==> src/rtl/mem_arbiter.sv <==
// Single-ported RAM arbiter between instruction fetch (IF) and load/store (D).
// One access in flight at a time; D has priority with bounded IF starvation.
module mem_arbiter #(
  parameter int ADDR_W     = 32,
  parameter int DATA_W     = 32,
  parameter int MEM_LAT    = 2,
  parameter int STARVE_MAX = 4
) (
  input  logic              clk,
  input  logic              rst_n,
  input  logic              if_req,
  input  logic [ADDR_W-1:0] if_addr,
  output logic              if_gnt,
  output logic              if_rvalid,
  output logic [DATA_W-1:0] if_rdata,
  input  logic              flush,
  input  logic              d_req,
  input  logic              d_we,
  input  logic              d_half,
  input  logic [ADDR_W-1:0] d_addr,
  input  logic [DATA_W-1:0] d_wdata,
  output logic              d_gnt,
  output logic              d_rvalid,
  output logic [DATA_W-1:0] d_rdata,
  output logic              mem_en,
  output logic              mem_we,
  output logic              mem_half,
  output logic [ADDR_W-1:0] mem_addr,
  output logic [DATA_W-1:0] mem_wdata,
  input  logic [DATA_W-1:0] mem_rdata,
  output logic              busy
);

  localparam logic [3:0] LAT_M1     = 4'(MEM_LAT - 1);
  localparam logic [3:0] STARVE_LIM = 4'(STARVE_MAX);

  typedef enum logic [1:0] {IDLE, ISSUE, WAIT} state_t;

  typedef struct packed {
    logic              owner_if;
    logic              we;
    logic              half;
    logic [ADDR_W-1:0] addr;
    logic [DATA_W-1:0] wdata;
  } req_t;

  state_t     state_q, state_d;
  req_t       req_q, req_d;
  logic [3:0] cnt_q, cnt_d;
  logic [3:0] starve_q, starve_d;
  logic       kill_q, kill_d;

  logic idle, starve_full, d_win, resp;

  // Grants are gated by rst_n so every output reads 0 while reset is held.
  assign idle        = (state_q == IDLE) & rst_n;
  assign starve_full = (starve_q == STARVE_LIM);
  assign d_win       = d_req & ~(if_req & starve_full);
  assign d_gnt       = idle & d_win;
  assign if_gnt      = idle & if_req & ~d_win;

  // Response lands MEM_LAT cycles after the grant; with MEM_LAT=1 that is ISSUE itself.
  assign resp = (MEM_LAT == 1) ? (state_q == ISSUE)
                               : ((state_q == WAIT) && (cnt_q == 4'd1));

  always_comb begin
    state_d  = state_q;
    req_d    = req_q;
    cnt_d    = cnt_q;
    starve_d = starve_q;
    kill_d   = kill_q;
    unique case (state_q)
      IDLE: begin
        if (if_gnt || d_gnt) begin
          state_d        = ISSUE;
          req_d.owner_if = if_gnt;
          req_d.addr     = if_gnt ? if_addr : d_addr;
          req_d.we       = d_gnt & d_we;
          req_d.half     = d_gnt & d_half;
          req_d.wdata    = d_gnt ? d_wdata : '0;
          kill_d         = if_gnt & flush;
        end
      end
      ISSUE: begin
        cnt_d   = LAT_M1;
        state_d = (MEM_LAT == 1) ? IDLE : WAIT;
        kill_d  = kill_q | (req_q.owner_if & flush);
      end
      WAIT: begin
        cnt_d  = 4'(cnt_q - 4'd1);
        kill_d = kill_q | (req_q.owner_if & flush);
        if (cnt_q == 4'd1) state_d = IDLE;
      end
      default: state_d = IDLE;
    endcase
    if (state_d == IDLE) kill_d = 1'b0;

    // Count D wins while IF is waiting; any IF win or uncontested D win resets it.
    if (d_gnt) begin
      if (!if_req)                    starve_d = '0;
      else if (starve_q < STARVE_LIM) starve_d = 4'(starve_q + 4'd1);
    end else if (if_gnt) begin
      starve_d = '0;
    end
  end

  always_ff @(posedge clk or negedge rst_n) begin
    if (!rst_n) begin
      state_q  <= IDLE;
      req_q    <= '0;
      cnt_q    <= '0;
      starve_q <= '0;
      kill_q   <= 1'b0;
    end else begin
      state_q  <= state_d;
      req_q    <= req_d;
      cnt_q    <= cnt_d;
      starve_q <= starve_d;
      kill_q   <= kill_d;
    end
  end

  assign busy      = (state_q != IDLE);
  assign mem_en    = (state_q == ISSUE);
  assign mem_we    = mem_en & req_q.we & ~req_q.owner_if;
  assign mem_half  = mem_we & req_q.half;
  assign mem_addr  = req_q.addr;
  assign mem_wdata = req_q.wdata;

  // A flush raised in the response cycle itself must still hide the data.
  assign if_rvalid = resp & req_q.owner_if & ~(kill_q | flush);
  assign if_rdata  = if_rvalid ? mem_rdata : '0;
  assign d_rvalid  = resp & ~req_q.owner_if;
  assign d_rdata   = (d_rvalid & ~req_q.we) ? mem_rdata : '0;

endmodule

==> config.mk <==
export PLATFORM = sky130hd
export DESIGN_NAME = mem_arbiter
export DESIGN_NICKNAME = d
export VERILOG_FILES = /design/src/rtl/mem_arbiter.sv
export SDC_FILE = /design/constraint.sdc
export NUM_CORES = 1
export LEC_CHECK = 0
export CAP_MARGIN = 20
export CORE_ASPECT_RATIO = 1.25
export CORE_MARGIN = 2
export CORE_UTILIZATION = 33
export DETAILED_ROUTE_END_ITERATION = 8
export PLACE_DENSITY = 0.77
export SKIP_CTS_REPAIR_TIMING = 1
export SYNTH_ARGS = -nofsm -noshare
export SYNTH_HDL_FRONTEND = slang
export SYNTH_SLANG_ARGS = --single-unit
==> constraint.sdc <==
create_clock -name clk -period 1.7 [get_ports clk]
set_input_delay 0.255 -clock clk [delete_from_list [all_inputs] [get_ports clk]]
set_output_delay 0.255 -clock clk [all_outputs]
set_load 0.05 [all_outputs]
# Yosys cells after proc, flatten, opt, wreduce, memory -nomap -nowiden
# Cells that the tools add are included.
op_classes:
  n_bitwise: 24
  n_lt_le_gt_ge: 1
  n_reduce_logical: 12
  addsub: 2
  mul: 0
  n_eq_ne: 6
  n_div: 0
  n_mux: 15
  shift: 0
ops:
  columns: ["cell", "n"]
  rows:
  - ["two-way mux 32 bit", 4]
  - ["bitwise AND 1 bit", 17]
  - ["two-way mux 4 bit", 4]
  - ["one-hot mux 4 bit (2 select lines)", 1]
  - ["one-hot mux 2 bit (3 select lines)", 1]
  - ["AND reduction 2 bit", 3]
  - ["nonzero test 2 bit", 3]
  - ["inverter 1 bit", 5]
  - ["adder 4 x 1 -> 4 bit (second input constant)", 1]
  - ["== test 4 x 1 -> 1 bit (second input constant)", 1]
  - ["== test 4 x 3 -> 1 bit (second input constant)", 1]
  - ["logical NOT 2 bit", 2]
  - ["< comparator 4 x 3 -> 1 bit (second input constant)", 1]
  - ["two-way mux 2 bit", 2]
  - ["subtractor 4 x 1 -> 4 bit (second input constant)", 1]
  - ["inequality test 3 x 1 -> 1 bit (second input constant)", 1]
  - ["inequality test 3 x 2 -> 1 bit (second input constant)", 1]
  - ["nonzero test 3 bit", 1]
  - ["== test 2 x 1 -> 1 bit (second input constant)", 1]
  - ["== test 2 bit (second input constant)", 1]
  - ["two-way mux 1 bit", 2]
  - ["OR 1 bit", 2]
  - ["one-hot mux 1 bit (2 select lines)", 1]
  - ["OR reduction 2 bit", 1]
  - ["2 further kinds", 2]
word_totals:
  romBits: 0
  reg_bits: 78
  latch_bits: 0
  n_memories: 0
  ramBits: 0

# Depth between registers and ports, before layout
# Gate-level depths: netlist of the first run.
logic_depth:
  ltp_word: 12
  ltp_mapped: 8

# Worst setup path after synthesis of the first run
# OpenSTA, ideal clock, no wires.
synth_path:
  kind: "register to output"
  start: "register state_q[1]"
  end: "output port mem_half"
  n_path_buf: 0
  path_slack_ps: -575
  required_time_ps: 1445
  t_arrival_ps: 2020
  path_stages_with_launch: 5
  cell_sequence: "dfrtp_1 -> inv_1 -> ha_1 -> and3_1 -> and2_1"
synth_via:
  elab_chain_len: 4
synth_rtl:
  columns: ["item", "line", "rtl"]
  rows:
  - ["from (decl)", "47", "state_t state_q, state_d;"]
  - ["from (signal assigned)", "115", "state_q <= state_d;"]
  - ["== test 2 x 1 -> 1 bit", "124", "assign mem_en = (state_q == ISSUE);"]
  - ["via mem_en", "25", "output logic mem_en,"]
  - ["bitwise AND 1 bit (2 in series)", "125", "assign mem_we = mem_en & req_q.we & ~req_q.owner_if;"]
  - ["via mem_we", "26", "output logic mem_we,"]
  - ["bitwise AND 1 bit", "126", "assign mem_half = mem_we & req_q.half;"]
  - ["to (decl)", "27", "output logic mem_half,"]
# The timed path passes the listed nets, and every way through them passes these cells.

# Worst setup path after layout of the first run
layout_path:
  start: "register cnt_q[1]"
  end: "output port if_rdata[4]"
layout_via:
  elab_chain_len: 5
layout_rtl:
  columns: ["item", "line", "rtl"]
  rows:
  - ["from (decl)", "49", "logic [3:0] cnt_q, cnt_d;"]
  - ["from (signal assigned)", "117", "cnt_q <= cnt_d;"]
  - ["== test 4 x 1 -> 1 bit", "64", ": ((state_q == WAIT) && (cnt_q == 4'd1));"]
  - ["logical AND 1 bit", "64", null]
  - ["bitwise AND 1 bit (2 in series)", "131", "assign if_rvalid = resp & req_q.owner_if & ~(kill_q | flush);"]
  - ["two-way mux 32 bit", "132", "assign if_rdata = if_rvalid ? mem_rdata : '0;"]
  - ["to (decl)", "15", "output logic [DATA_W-1:0] if_rdata,"]
# Every way passes these cells.

==> results of run 1 <==
## cell families (layout without fill, tap and decap cells)
kind of cell / Yosys count / after routing / synth area share
AOI/OAI and AO/OA: 89 / 89 / 0.181
adders and majority gates: 8 / 8 / 0.0237
buffers and inverters: 132 / 379 / 0.190
DFF: 78 / 78 / 0.462
muxes: 2 / 2 / 0.00534
and+or+nand+nor: 92 / 92 / 0.137
## flip-flops by register name, indices dropped and copies added, names as in the netlist
signal     flops
kill_q         1
state_q        2
starve_q       4
cnt_q          4
req_q          3
mem_wdata     32
mem_addr      32
## synthesized netlist by cell type
library cell | instances | area share
a221oi_1 | 2 | 0.0042
a22o_1 | 35 | 0.073
and3_1 | 2 | 0.0030
nor3_1 | 4 | 0.0047
a211o_1 | 1 | 0.0021
buf_6 | 7 | 0.019
inv_1 | 42 | 0.037
dfrtp_1 | 78 | 0.46
o211ai_1 | 1 | 0.0018
a211oi_1 | 1 | 0.0018
o211a_1 | 1 | 0.0024
and4_1 | 1 | 0.0021
mux2_2 | 2 | 0.0053
nor4_1 | 1 | 0.0015
a31oi_1 | 1 | 0.0015
nand3b_1 | 1 | 0.0018
buf_2 | 10 | 0.012
and2_1 | 65 | 0.096
nor3b_2 | 1 | 0.0030
nor3_2 | 1 | 0.0024
nand4b_2 | 1 | 0.0036
nand3_1 | 5 | 0.0059
buf_4 | 64 | 0.11
o21ai_0 | 8 | 0.0095
a222oi_1 | 32 | 0.076
o21a_1 | 1 | 0.0018
nor2_1 | 5 | 0.0044
nand2_1 | 4 | 0.0036
nor4_4 | 1 | 0.0050
ha_1 | 8 | 0.024
clkbuf_1 | 9 | 0.0080
a21oi_2 | 1 | 0.0021
a21oi_1 | 5 | 0.0059
## cell type report
class	instances	area [µm²]	area share
Sequential cell	78	1950	0.238
Timing Repair Buffer	321	3870	0.471
Clock buffer	11	243	0.0296
Inverter	42	161	0.0196
Clock inverter	5	58.8	0.00716
Tap cell	168	210	0.0256
Multi-Input combinational cell	191	1720	0.209
## power breakdown
part           total (mW)  switching, mW  leakage (nW)  internal (mW)
Sequential           3.19          0.545         0.991           2.64
Combinational        8.52           5.08          2.71           3.43
Clock                1.91          0.730         0.142           1.18
Total                13.6           6.36          3.84           7.25
## worst register-to-register path, delay by kind of cell, from the launching register on
family / cells / cell delay, ps
AOI/OAI and AO/OA: 1 / 320
adders and majority gates: 1 / 130
buffers and inverters: 4 / 420
DFF: 1 / 400
and+or+nand+nor: 2 / 360
## per-layer routing
metal / vias to the layer above / share of wire
met2: 224 / 0.55
met3: 13 / 0.088
met1: 1929 / 0.35
met4: 0 / 0.011
met5: - / 0
li1: 1829 / -
## final timing paths
check,from,to,slack [ps],cells after the start
worst max-delay path,cnt_q[1],if_rdata[4],-590,9
min in group clk,rst_n,req_q[66],300,3
worst min-delay path,rst_n,starve_q[2],0.2,2
max in group asynchronous,rst_n,mem_addr[14],1010,2
worst min register to register,mem_addr[6],mem_addr[6],500,2
worst max register to register,starve_q[1],mem_addr[8],-20,8
## metrics by stage
| stage | setup slack, ps | instances | utilization | TNS (ps) | area, µm² |
|---|---|---|---|---|---|
| after floorplan | -150 | 401 | - | -8100 | 4430 |
| after global placement | -155 | 780 | 0.599 | -13480 | 7550 |
| after detailed placement | -243 | 780 | 0.599 | -19410 | 7550 |
| after CTS | -604 | 796 | 0.623 | -38190 | 7850 |
| after global routing | -660 | 816 | 0.652 | -43590 | 8210 |
| final | -588 | 816 | 0.652 | -35660 | 8210 |
==> results.md, run 1 <==
- The number of global-route vias before repair is around 4,000.
- The power per cell area is 1660 nW/µm².
- The H-tree depth is 3.
- The number of detailed-routing iterations run before antenna repair is 9.
- The first global-routing pass estimated 20.9 mm of wire.
- The total count of hold-check failures in the final report came to 0.
- The routed wirelength normalized by instance count is roughly 18 µm.
- For met1 alone, demand over resource in global routing was 0.208.
- VDD sags by at most 1210 µV.
- The clock input transition at the sequential cells of the worst setup and hold paths is around 60 ps.
- Once detailed placement completed, the half-perimeter wirelength came to 10.8 mm.
- The endpoint arrival time on the critical path is between 2000 and 2500 ps.
- The initial utilization of the core area, before any placement, comes to 0.335.
- The share of the Yosys chip area taken by registers is 0.462.
- For the finished layout, the period the worst path requires is ~2300 ps.
- The synthesized netlist contains 33 unique library cells.
- The area added between synthesis and finish is 94.6%.
- The count of pins over their slew limit was 0.
- The port buffer count is 270.
- Setup repair after global routing could not meet its margin everywhere.
- Across the routed clock network, the largest skew measured is 9.88 ps.
- The min-delay analysis places its worst path in the category primary input to asynchronous set/reset pin.
- The flow ran to the end, but the final reports show violations.
- The total global routing track utilization is 0.194.
- Setup violations remaining at the end of the flow were counted as between 70 and 80.
- For this design, the sink count on the clock tree is between 70 and 80.
- The pin count of the biggest net entering global routing is 60.
- The number of buffers and inverters on the critical path is 4.
- Of the cells placed in the final design, the portion with a size suffix greater than 1 is 0.448.
- Counting the fill cells in the layout gives 904.
- STA puts the critical path data required time at 1440 ps.
- met2 is the most crowded layer.
- The synthesized cell area is 4220 µm².
- The number of antenna violations at the first check in global routing is 0.
- The longest clock path from root to sink contains 2 buffers.
- Synthesis produced a netlist with a net count of roughly 540.
- The placement row count is 46.
- Hold timing on the final database bottoms out at a slack of approximately 0.19 ps.
- The net total in the final layout is ~800.
- The number of synthesis warnings is 0.
- The floorplan die area is approximately 14,000 µm².
- Derived from the worst setup path, the maximum achievable clock frequency is 437 MHz.
- The most common cell after layout, fill and taps aside is clkdlybuf4s50_1.
- The met3 track demand over resource is 0.0635.
- The post-synthesis sequential element count is 78.
- The iteration-0 DRC count of the detailed router is 250.
- For the pin with the worst max-slew slack, the measured transition is 752 ps.
- Measured against its own limit, the worst slew margin works out to 0.499.
- The largest individual stage delay along the critical path comes from the cell dfrtp_1.
- The routed via count divided by cell count is between 4 and 5.
- In this design, the stage delay of the slowest critical-path cell is around 390 ps.
- Max-cap violations in this run came to 0.
- TritonCTS built the clock tree.
- The critical path endpoint category is an output port.
- The type of the worst setup path is register to output port.
- The final layout contains routed wiring with a total length of roughly 15 mm.
- The area of the core is roughly 13,000 µm².
- The startpoint type of the worst setup path is a register.
- After layout, the design draws a total of approximately 14 mW.
- For this run, global-route usage on met2 was measured as 0.365.
- The top cell family by delay on the critical path is simple AND/OR/NAND/NOR gates.
- From bottom edge to top edge, the die measures ~130 µm.
- A synthesized cell averages ~11 µm².
- The final cycle utilization of the critical path is 1.35.
- The setup slack of the critical path after layout is -588 ps.
- Walking the worst path, the cells encountered are inv_2, ha_4, nor3b_4, nand2_2, nor4_4, buf_6, clkbuf_16, and2_4, buf_12.
- The instance count of the mapped netlist is between 400 and 500.
- For this run the aggregate overflow at the end of global routing stands at 0.
- The total CTS buffers is 9.
- In the routed design, unresolved DRC markers number 2.
- The top cell types in the final layout, fill and taps aside, are clkdlybuf4s50_1, buf_4, buf_12, dfrtp_1, and2_4.
- The tree is rooted in a clkbuf_16.
- The static power due to leakage is between 3 and 4 nW.
- The congestion estimate from routability-driven global placement came to 0.782.
- The worst-path maximum fanout is 8.
- The checks that failed: DRC, setup timing.
- The top-level I/O count is 271.
- Across all layers, the routed design uses about 4,000 vias.
- The number of diodes added for antenna fixing is 0.
- Once detail routing completed, the nets flagged for antenna violations numbered 0.
- The floorplan die width is around 110 µm.
- For the worst-skew pair, the clock arrives at the later sink with an insertion delay of ~330 ps.
Power figures use the tool's default switching activity.
==> run 2: changes to the inputs <==
- PLACE_DENSITY: 0.77 -> not set
- PLACE_DENSITY_LB_ADDON: not set -> 0.3
==> results.md, run 2 (synthesis results as in run 1) <==
- Result of the run: finished with violations (unchanged).
- Failing checks: setup timing (was DRC, setup timing).
- The top cell family by delay on the critical path is simple AND/OR/NAND/NOR gates (unchanged).
- The end of the worst register-to-register path was mem_addr[5] (was mem_addr[8]).
- The effective utilization at floorplan is 0.335 (unchanged).
- The area used by sequential logic in the layout is 1950 µm² (unchanged).
- The deepest clock path buffer count came to 2 (unchanged).
- The largest incremental delay on the critical path is 380 ps (was 390 ps).
- The placed cell area is 7540 µm² (was 7550 µm²).
- The total CTS buffers came to 9 (unchanged).
- The type of the worst setup path is register to output port (unchanged).
- The placement row count was 46 (unchanged).
- The area added between synthesis and finish is 97.4% (was 94.6%).
- The critical path required time came to 1440 ps (about the same).
- The cell with the largest stage delay on the worst path is dfrtp_1 (unchanged).
- The proportion of layout cells with a drive suffix above 1 is 0.449 (was 0.448).
- The top-level I/O count was 271 (unchanged).
- The reg-to-reg startpoint is starve_q[0] (was starve_q[1]).
- The global-route congestion overflow total is 0 (unchanged).
- The number of max-capacitance violations reported is 0 (unchanged).
- The count of unresolved DRC violations after routing is 0 (was 2).
- The worst hold slack after final layout is 174 ps (was 0.195 ps).
- The critical path endpoint category is an output port (unchanged).
- The number of clock sinks was 78 (unchanged).
- The final wirelength is 16.0 mm (was 14.5 mm).
- The setup slack of the worst register-to-register path is -130 ps (was -20 ps).
- The number of failing setup endpoints in the final timing report is 103 (was 72).
- The global placement routability congestion is 0.821 (was 0.782).
- The net total in the final layout came to 793 (was 786).
- The area of the core is 12,600 µm² (unchanged).
- The vertical extent of the die came to 130 µm (unchanged).
- The first-pass GRT wire length came to 21.1 mm (was 20.9 mm).
- The largest voltage drop on the vdd net was 1300 µV (was 1210 µV).
- The number of detailed-routing iterations run before antenna repair is 6 (was 9).
- The most common cell after layout, fill and taps aside was clkdlybuf4s50_1 (unchanged).
- The routed wirelength normalized by instance count is 19.4 µm (was 17.8 µm).
- The static power due to leakage is 3.88 nW (was 3.84 nW).
- The H-tree depth was 3 (unchanged).
- The iteration-0 DRC count of the detailed router is 248 (was 250).
- The CTS tree is yes (unchanged).
- The total global routing track utilization is 0.197 (was 0.194).
- The floorplan die width was 105 µm (unchanged).
- The cell chosen for the clock root is clkbuf_16 (unchanged).
- The endpoint of the worst setup timing path is if_rdata[28] (was if_rdata[4]).
- Commonest cells after routing, fill and taps aside: clkdlybuf4s50_1, buf_4, buf_12, dfrtp_1, and2_4 (unchanged).
- The port buffer count is 270 (unchanged).
- The later-pin clock latency in the skew report is 330 ps (about the same).
- The count of pins over their slew limit is 0 (unchanged).
- The cell area after layout is 8330 µm² (was 8210 µm²).
- The setup clock skew after layout is 7.62 ps (was 9.88 ps).
- The post-place setup slack was -262 ps (was -243 ps).
- The pin count of the biggest net entering global routing is 63 (was 60).
- The number of antenna violations at the first check in global routing is 2 (was 0).
- The number of fill cells is 893 (was 904).
- The endpoint arrival time on the critical path is 2060 ps (was 2030 ps).
- The worst-path maximum fanout is 8 (unchanged).
- The total power is 13.7 mW (was 13.6 mW).
- The multi-input gate area in the final layout is 1730 µm² (was 1720 µm²).
- The post-layout minimum cycle time is 2320 ps (was 2290 ps).
- The estimated wirelength of the detail-placed design was 11.2 mm (was 10.8 mm).
- The startpoint type of the worst setup path is a register (unchanged).
- The number of logic stages on the critical path including buffering came to 9 (unchanged).
- The number of nets still failing antenna checks after routing is 0 (unchanged).
- The final cycle utilization of the critical path came to 1.36 (was 1.35).
- The critical path buffer and inverter count is 4 (unchanged).
- The number of cell instances on the worst register-to-register path is 8 (unchanged).
- The startpoint of the most critical setup path was cnt_q[1] (unchanged).
- The clock input transition at the sequential cells of the worst setup and hold paths is 60 ps (about the same).
- Cells traversed along the worst timing path: inv_2, ha_4, nor3b_4, nand2_2, nor4_4, buf_4, clkbuf_16, and2_4, buf_12 (was inv_2, ha_4, nor3b_4, nand2_2, nor4_4, buf_6, clkbuf_16, and2_4, buf_12).
- The upper clock frequency limit is 432 MHz (was 437 MHz).
- The setup slack of the critical path after layout is -617 ps (was -588 ps).
- The routed via count divided by cell count is 4.98 (was 4.90).
- The floorplan die area is 13,700 µm² (unchanged).
- The type of the tightest min-delay check was primary input to asynchronous set/reset pin (unchanged).
- The count of vias placed by the detailed router was 4,107 (was 3,995).
- The number of global-route vias before repair was 3,964 (was 4,014).
- The relative max-transition margin is 0.482 (was 0.499).
- The power per cell area came to 1640 nW/µm² (was 1660 nW/µm²).
- RSZ-0062 raised after global routing: true (unchanged).
- The total count of hold-check failures in the final report is 0 (unchanged).
- The slew at the pin closest to its max-slew limit is 778 ps (was 752 ps).
[run 2: cell count changes in the layout (fill, tap and decap cells not counted), sizes merged]
cell         previous run  this run
inv                    41        42
dlygate4sd3             0         1
clkbuf                 16        18
buf                   183       187
bufinv                  1         0
diode                   0         2
[run 2: metal layers]
metal	global-route usage	vias to the layer above	wire, µm
met2	0.356	247	8520
met1	0.220	1994	5780
met3	0.0744	13	1460
li1	-	1853	-
met4	0.0518	0	240
met5	0	-	0
[run 2: cell type report]
type	count	share of cell area
well taps	168	0.0252
clock inverters	5	0.00406
clock buffers	11	0.0279
inverters	42	0.0197
repair buffers	328	0.481
multi-input cells	191	0.207
diodes	2	0.000601
flip-flops and latches	78	0.234
[run 2: where the power goes]
group	internal, mW	switching (mW)	total, mW
clock	0.989	0.742	1.73
combinational	3.59	5.22	8.80
sequential	2.64	0.515	3.16
total	7.22	6.47	13.7
[run 2: how the worst min path moves through the flow]
stage,cells after the start,endpoint,startpoint
6_report,2,mem_addr[18],rst_n
5_1_grt,2,mem_addr[21],rst_n
4_1_cts,2,mem_addr[6],rst_n
3_5_place_dp,2,req_q[66],rst_n
3_3_place_gp,2,req_q[66],rst_n
2_1_floorplan,0,cnt_q[0],rst_n
[run 2: per-stage QoR]
step | setup TNS, ps | util | instances
after floorplan | -8100 | - | 401
after global placement | -16980 | 0.598 | 779
after detailed placement | -21590 | 0.598 | 779
after CTS | -35650 | 0.619 | 795
after global routing | -49160 | 0.660 | 823
final | -39480 | 0.661 | 825
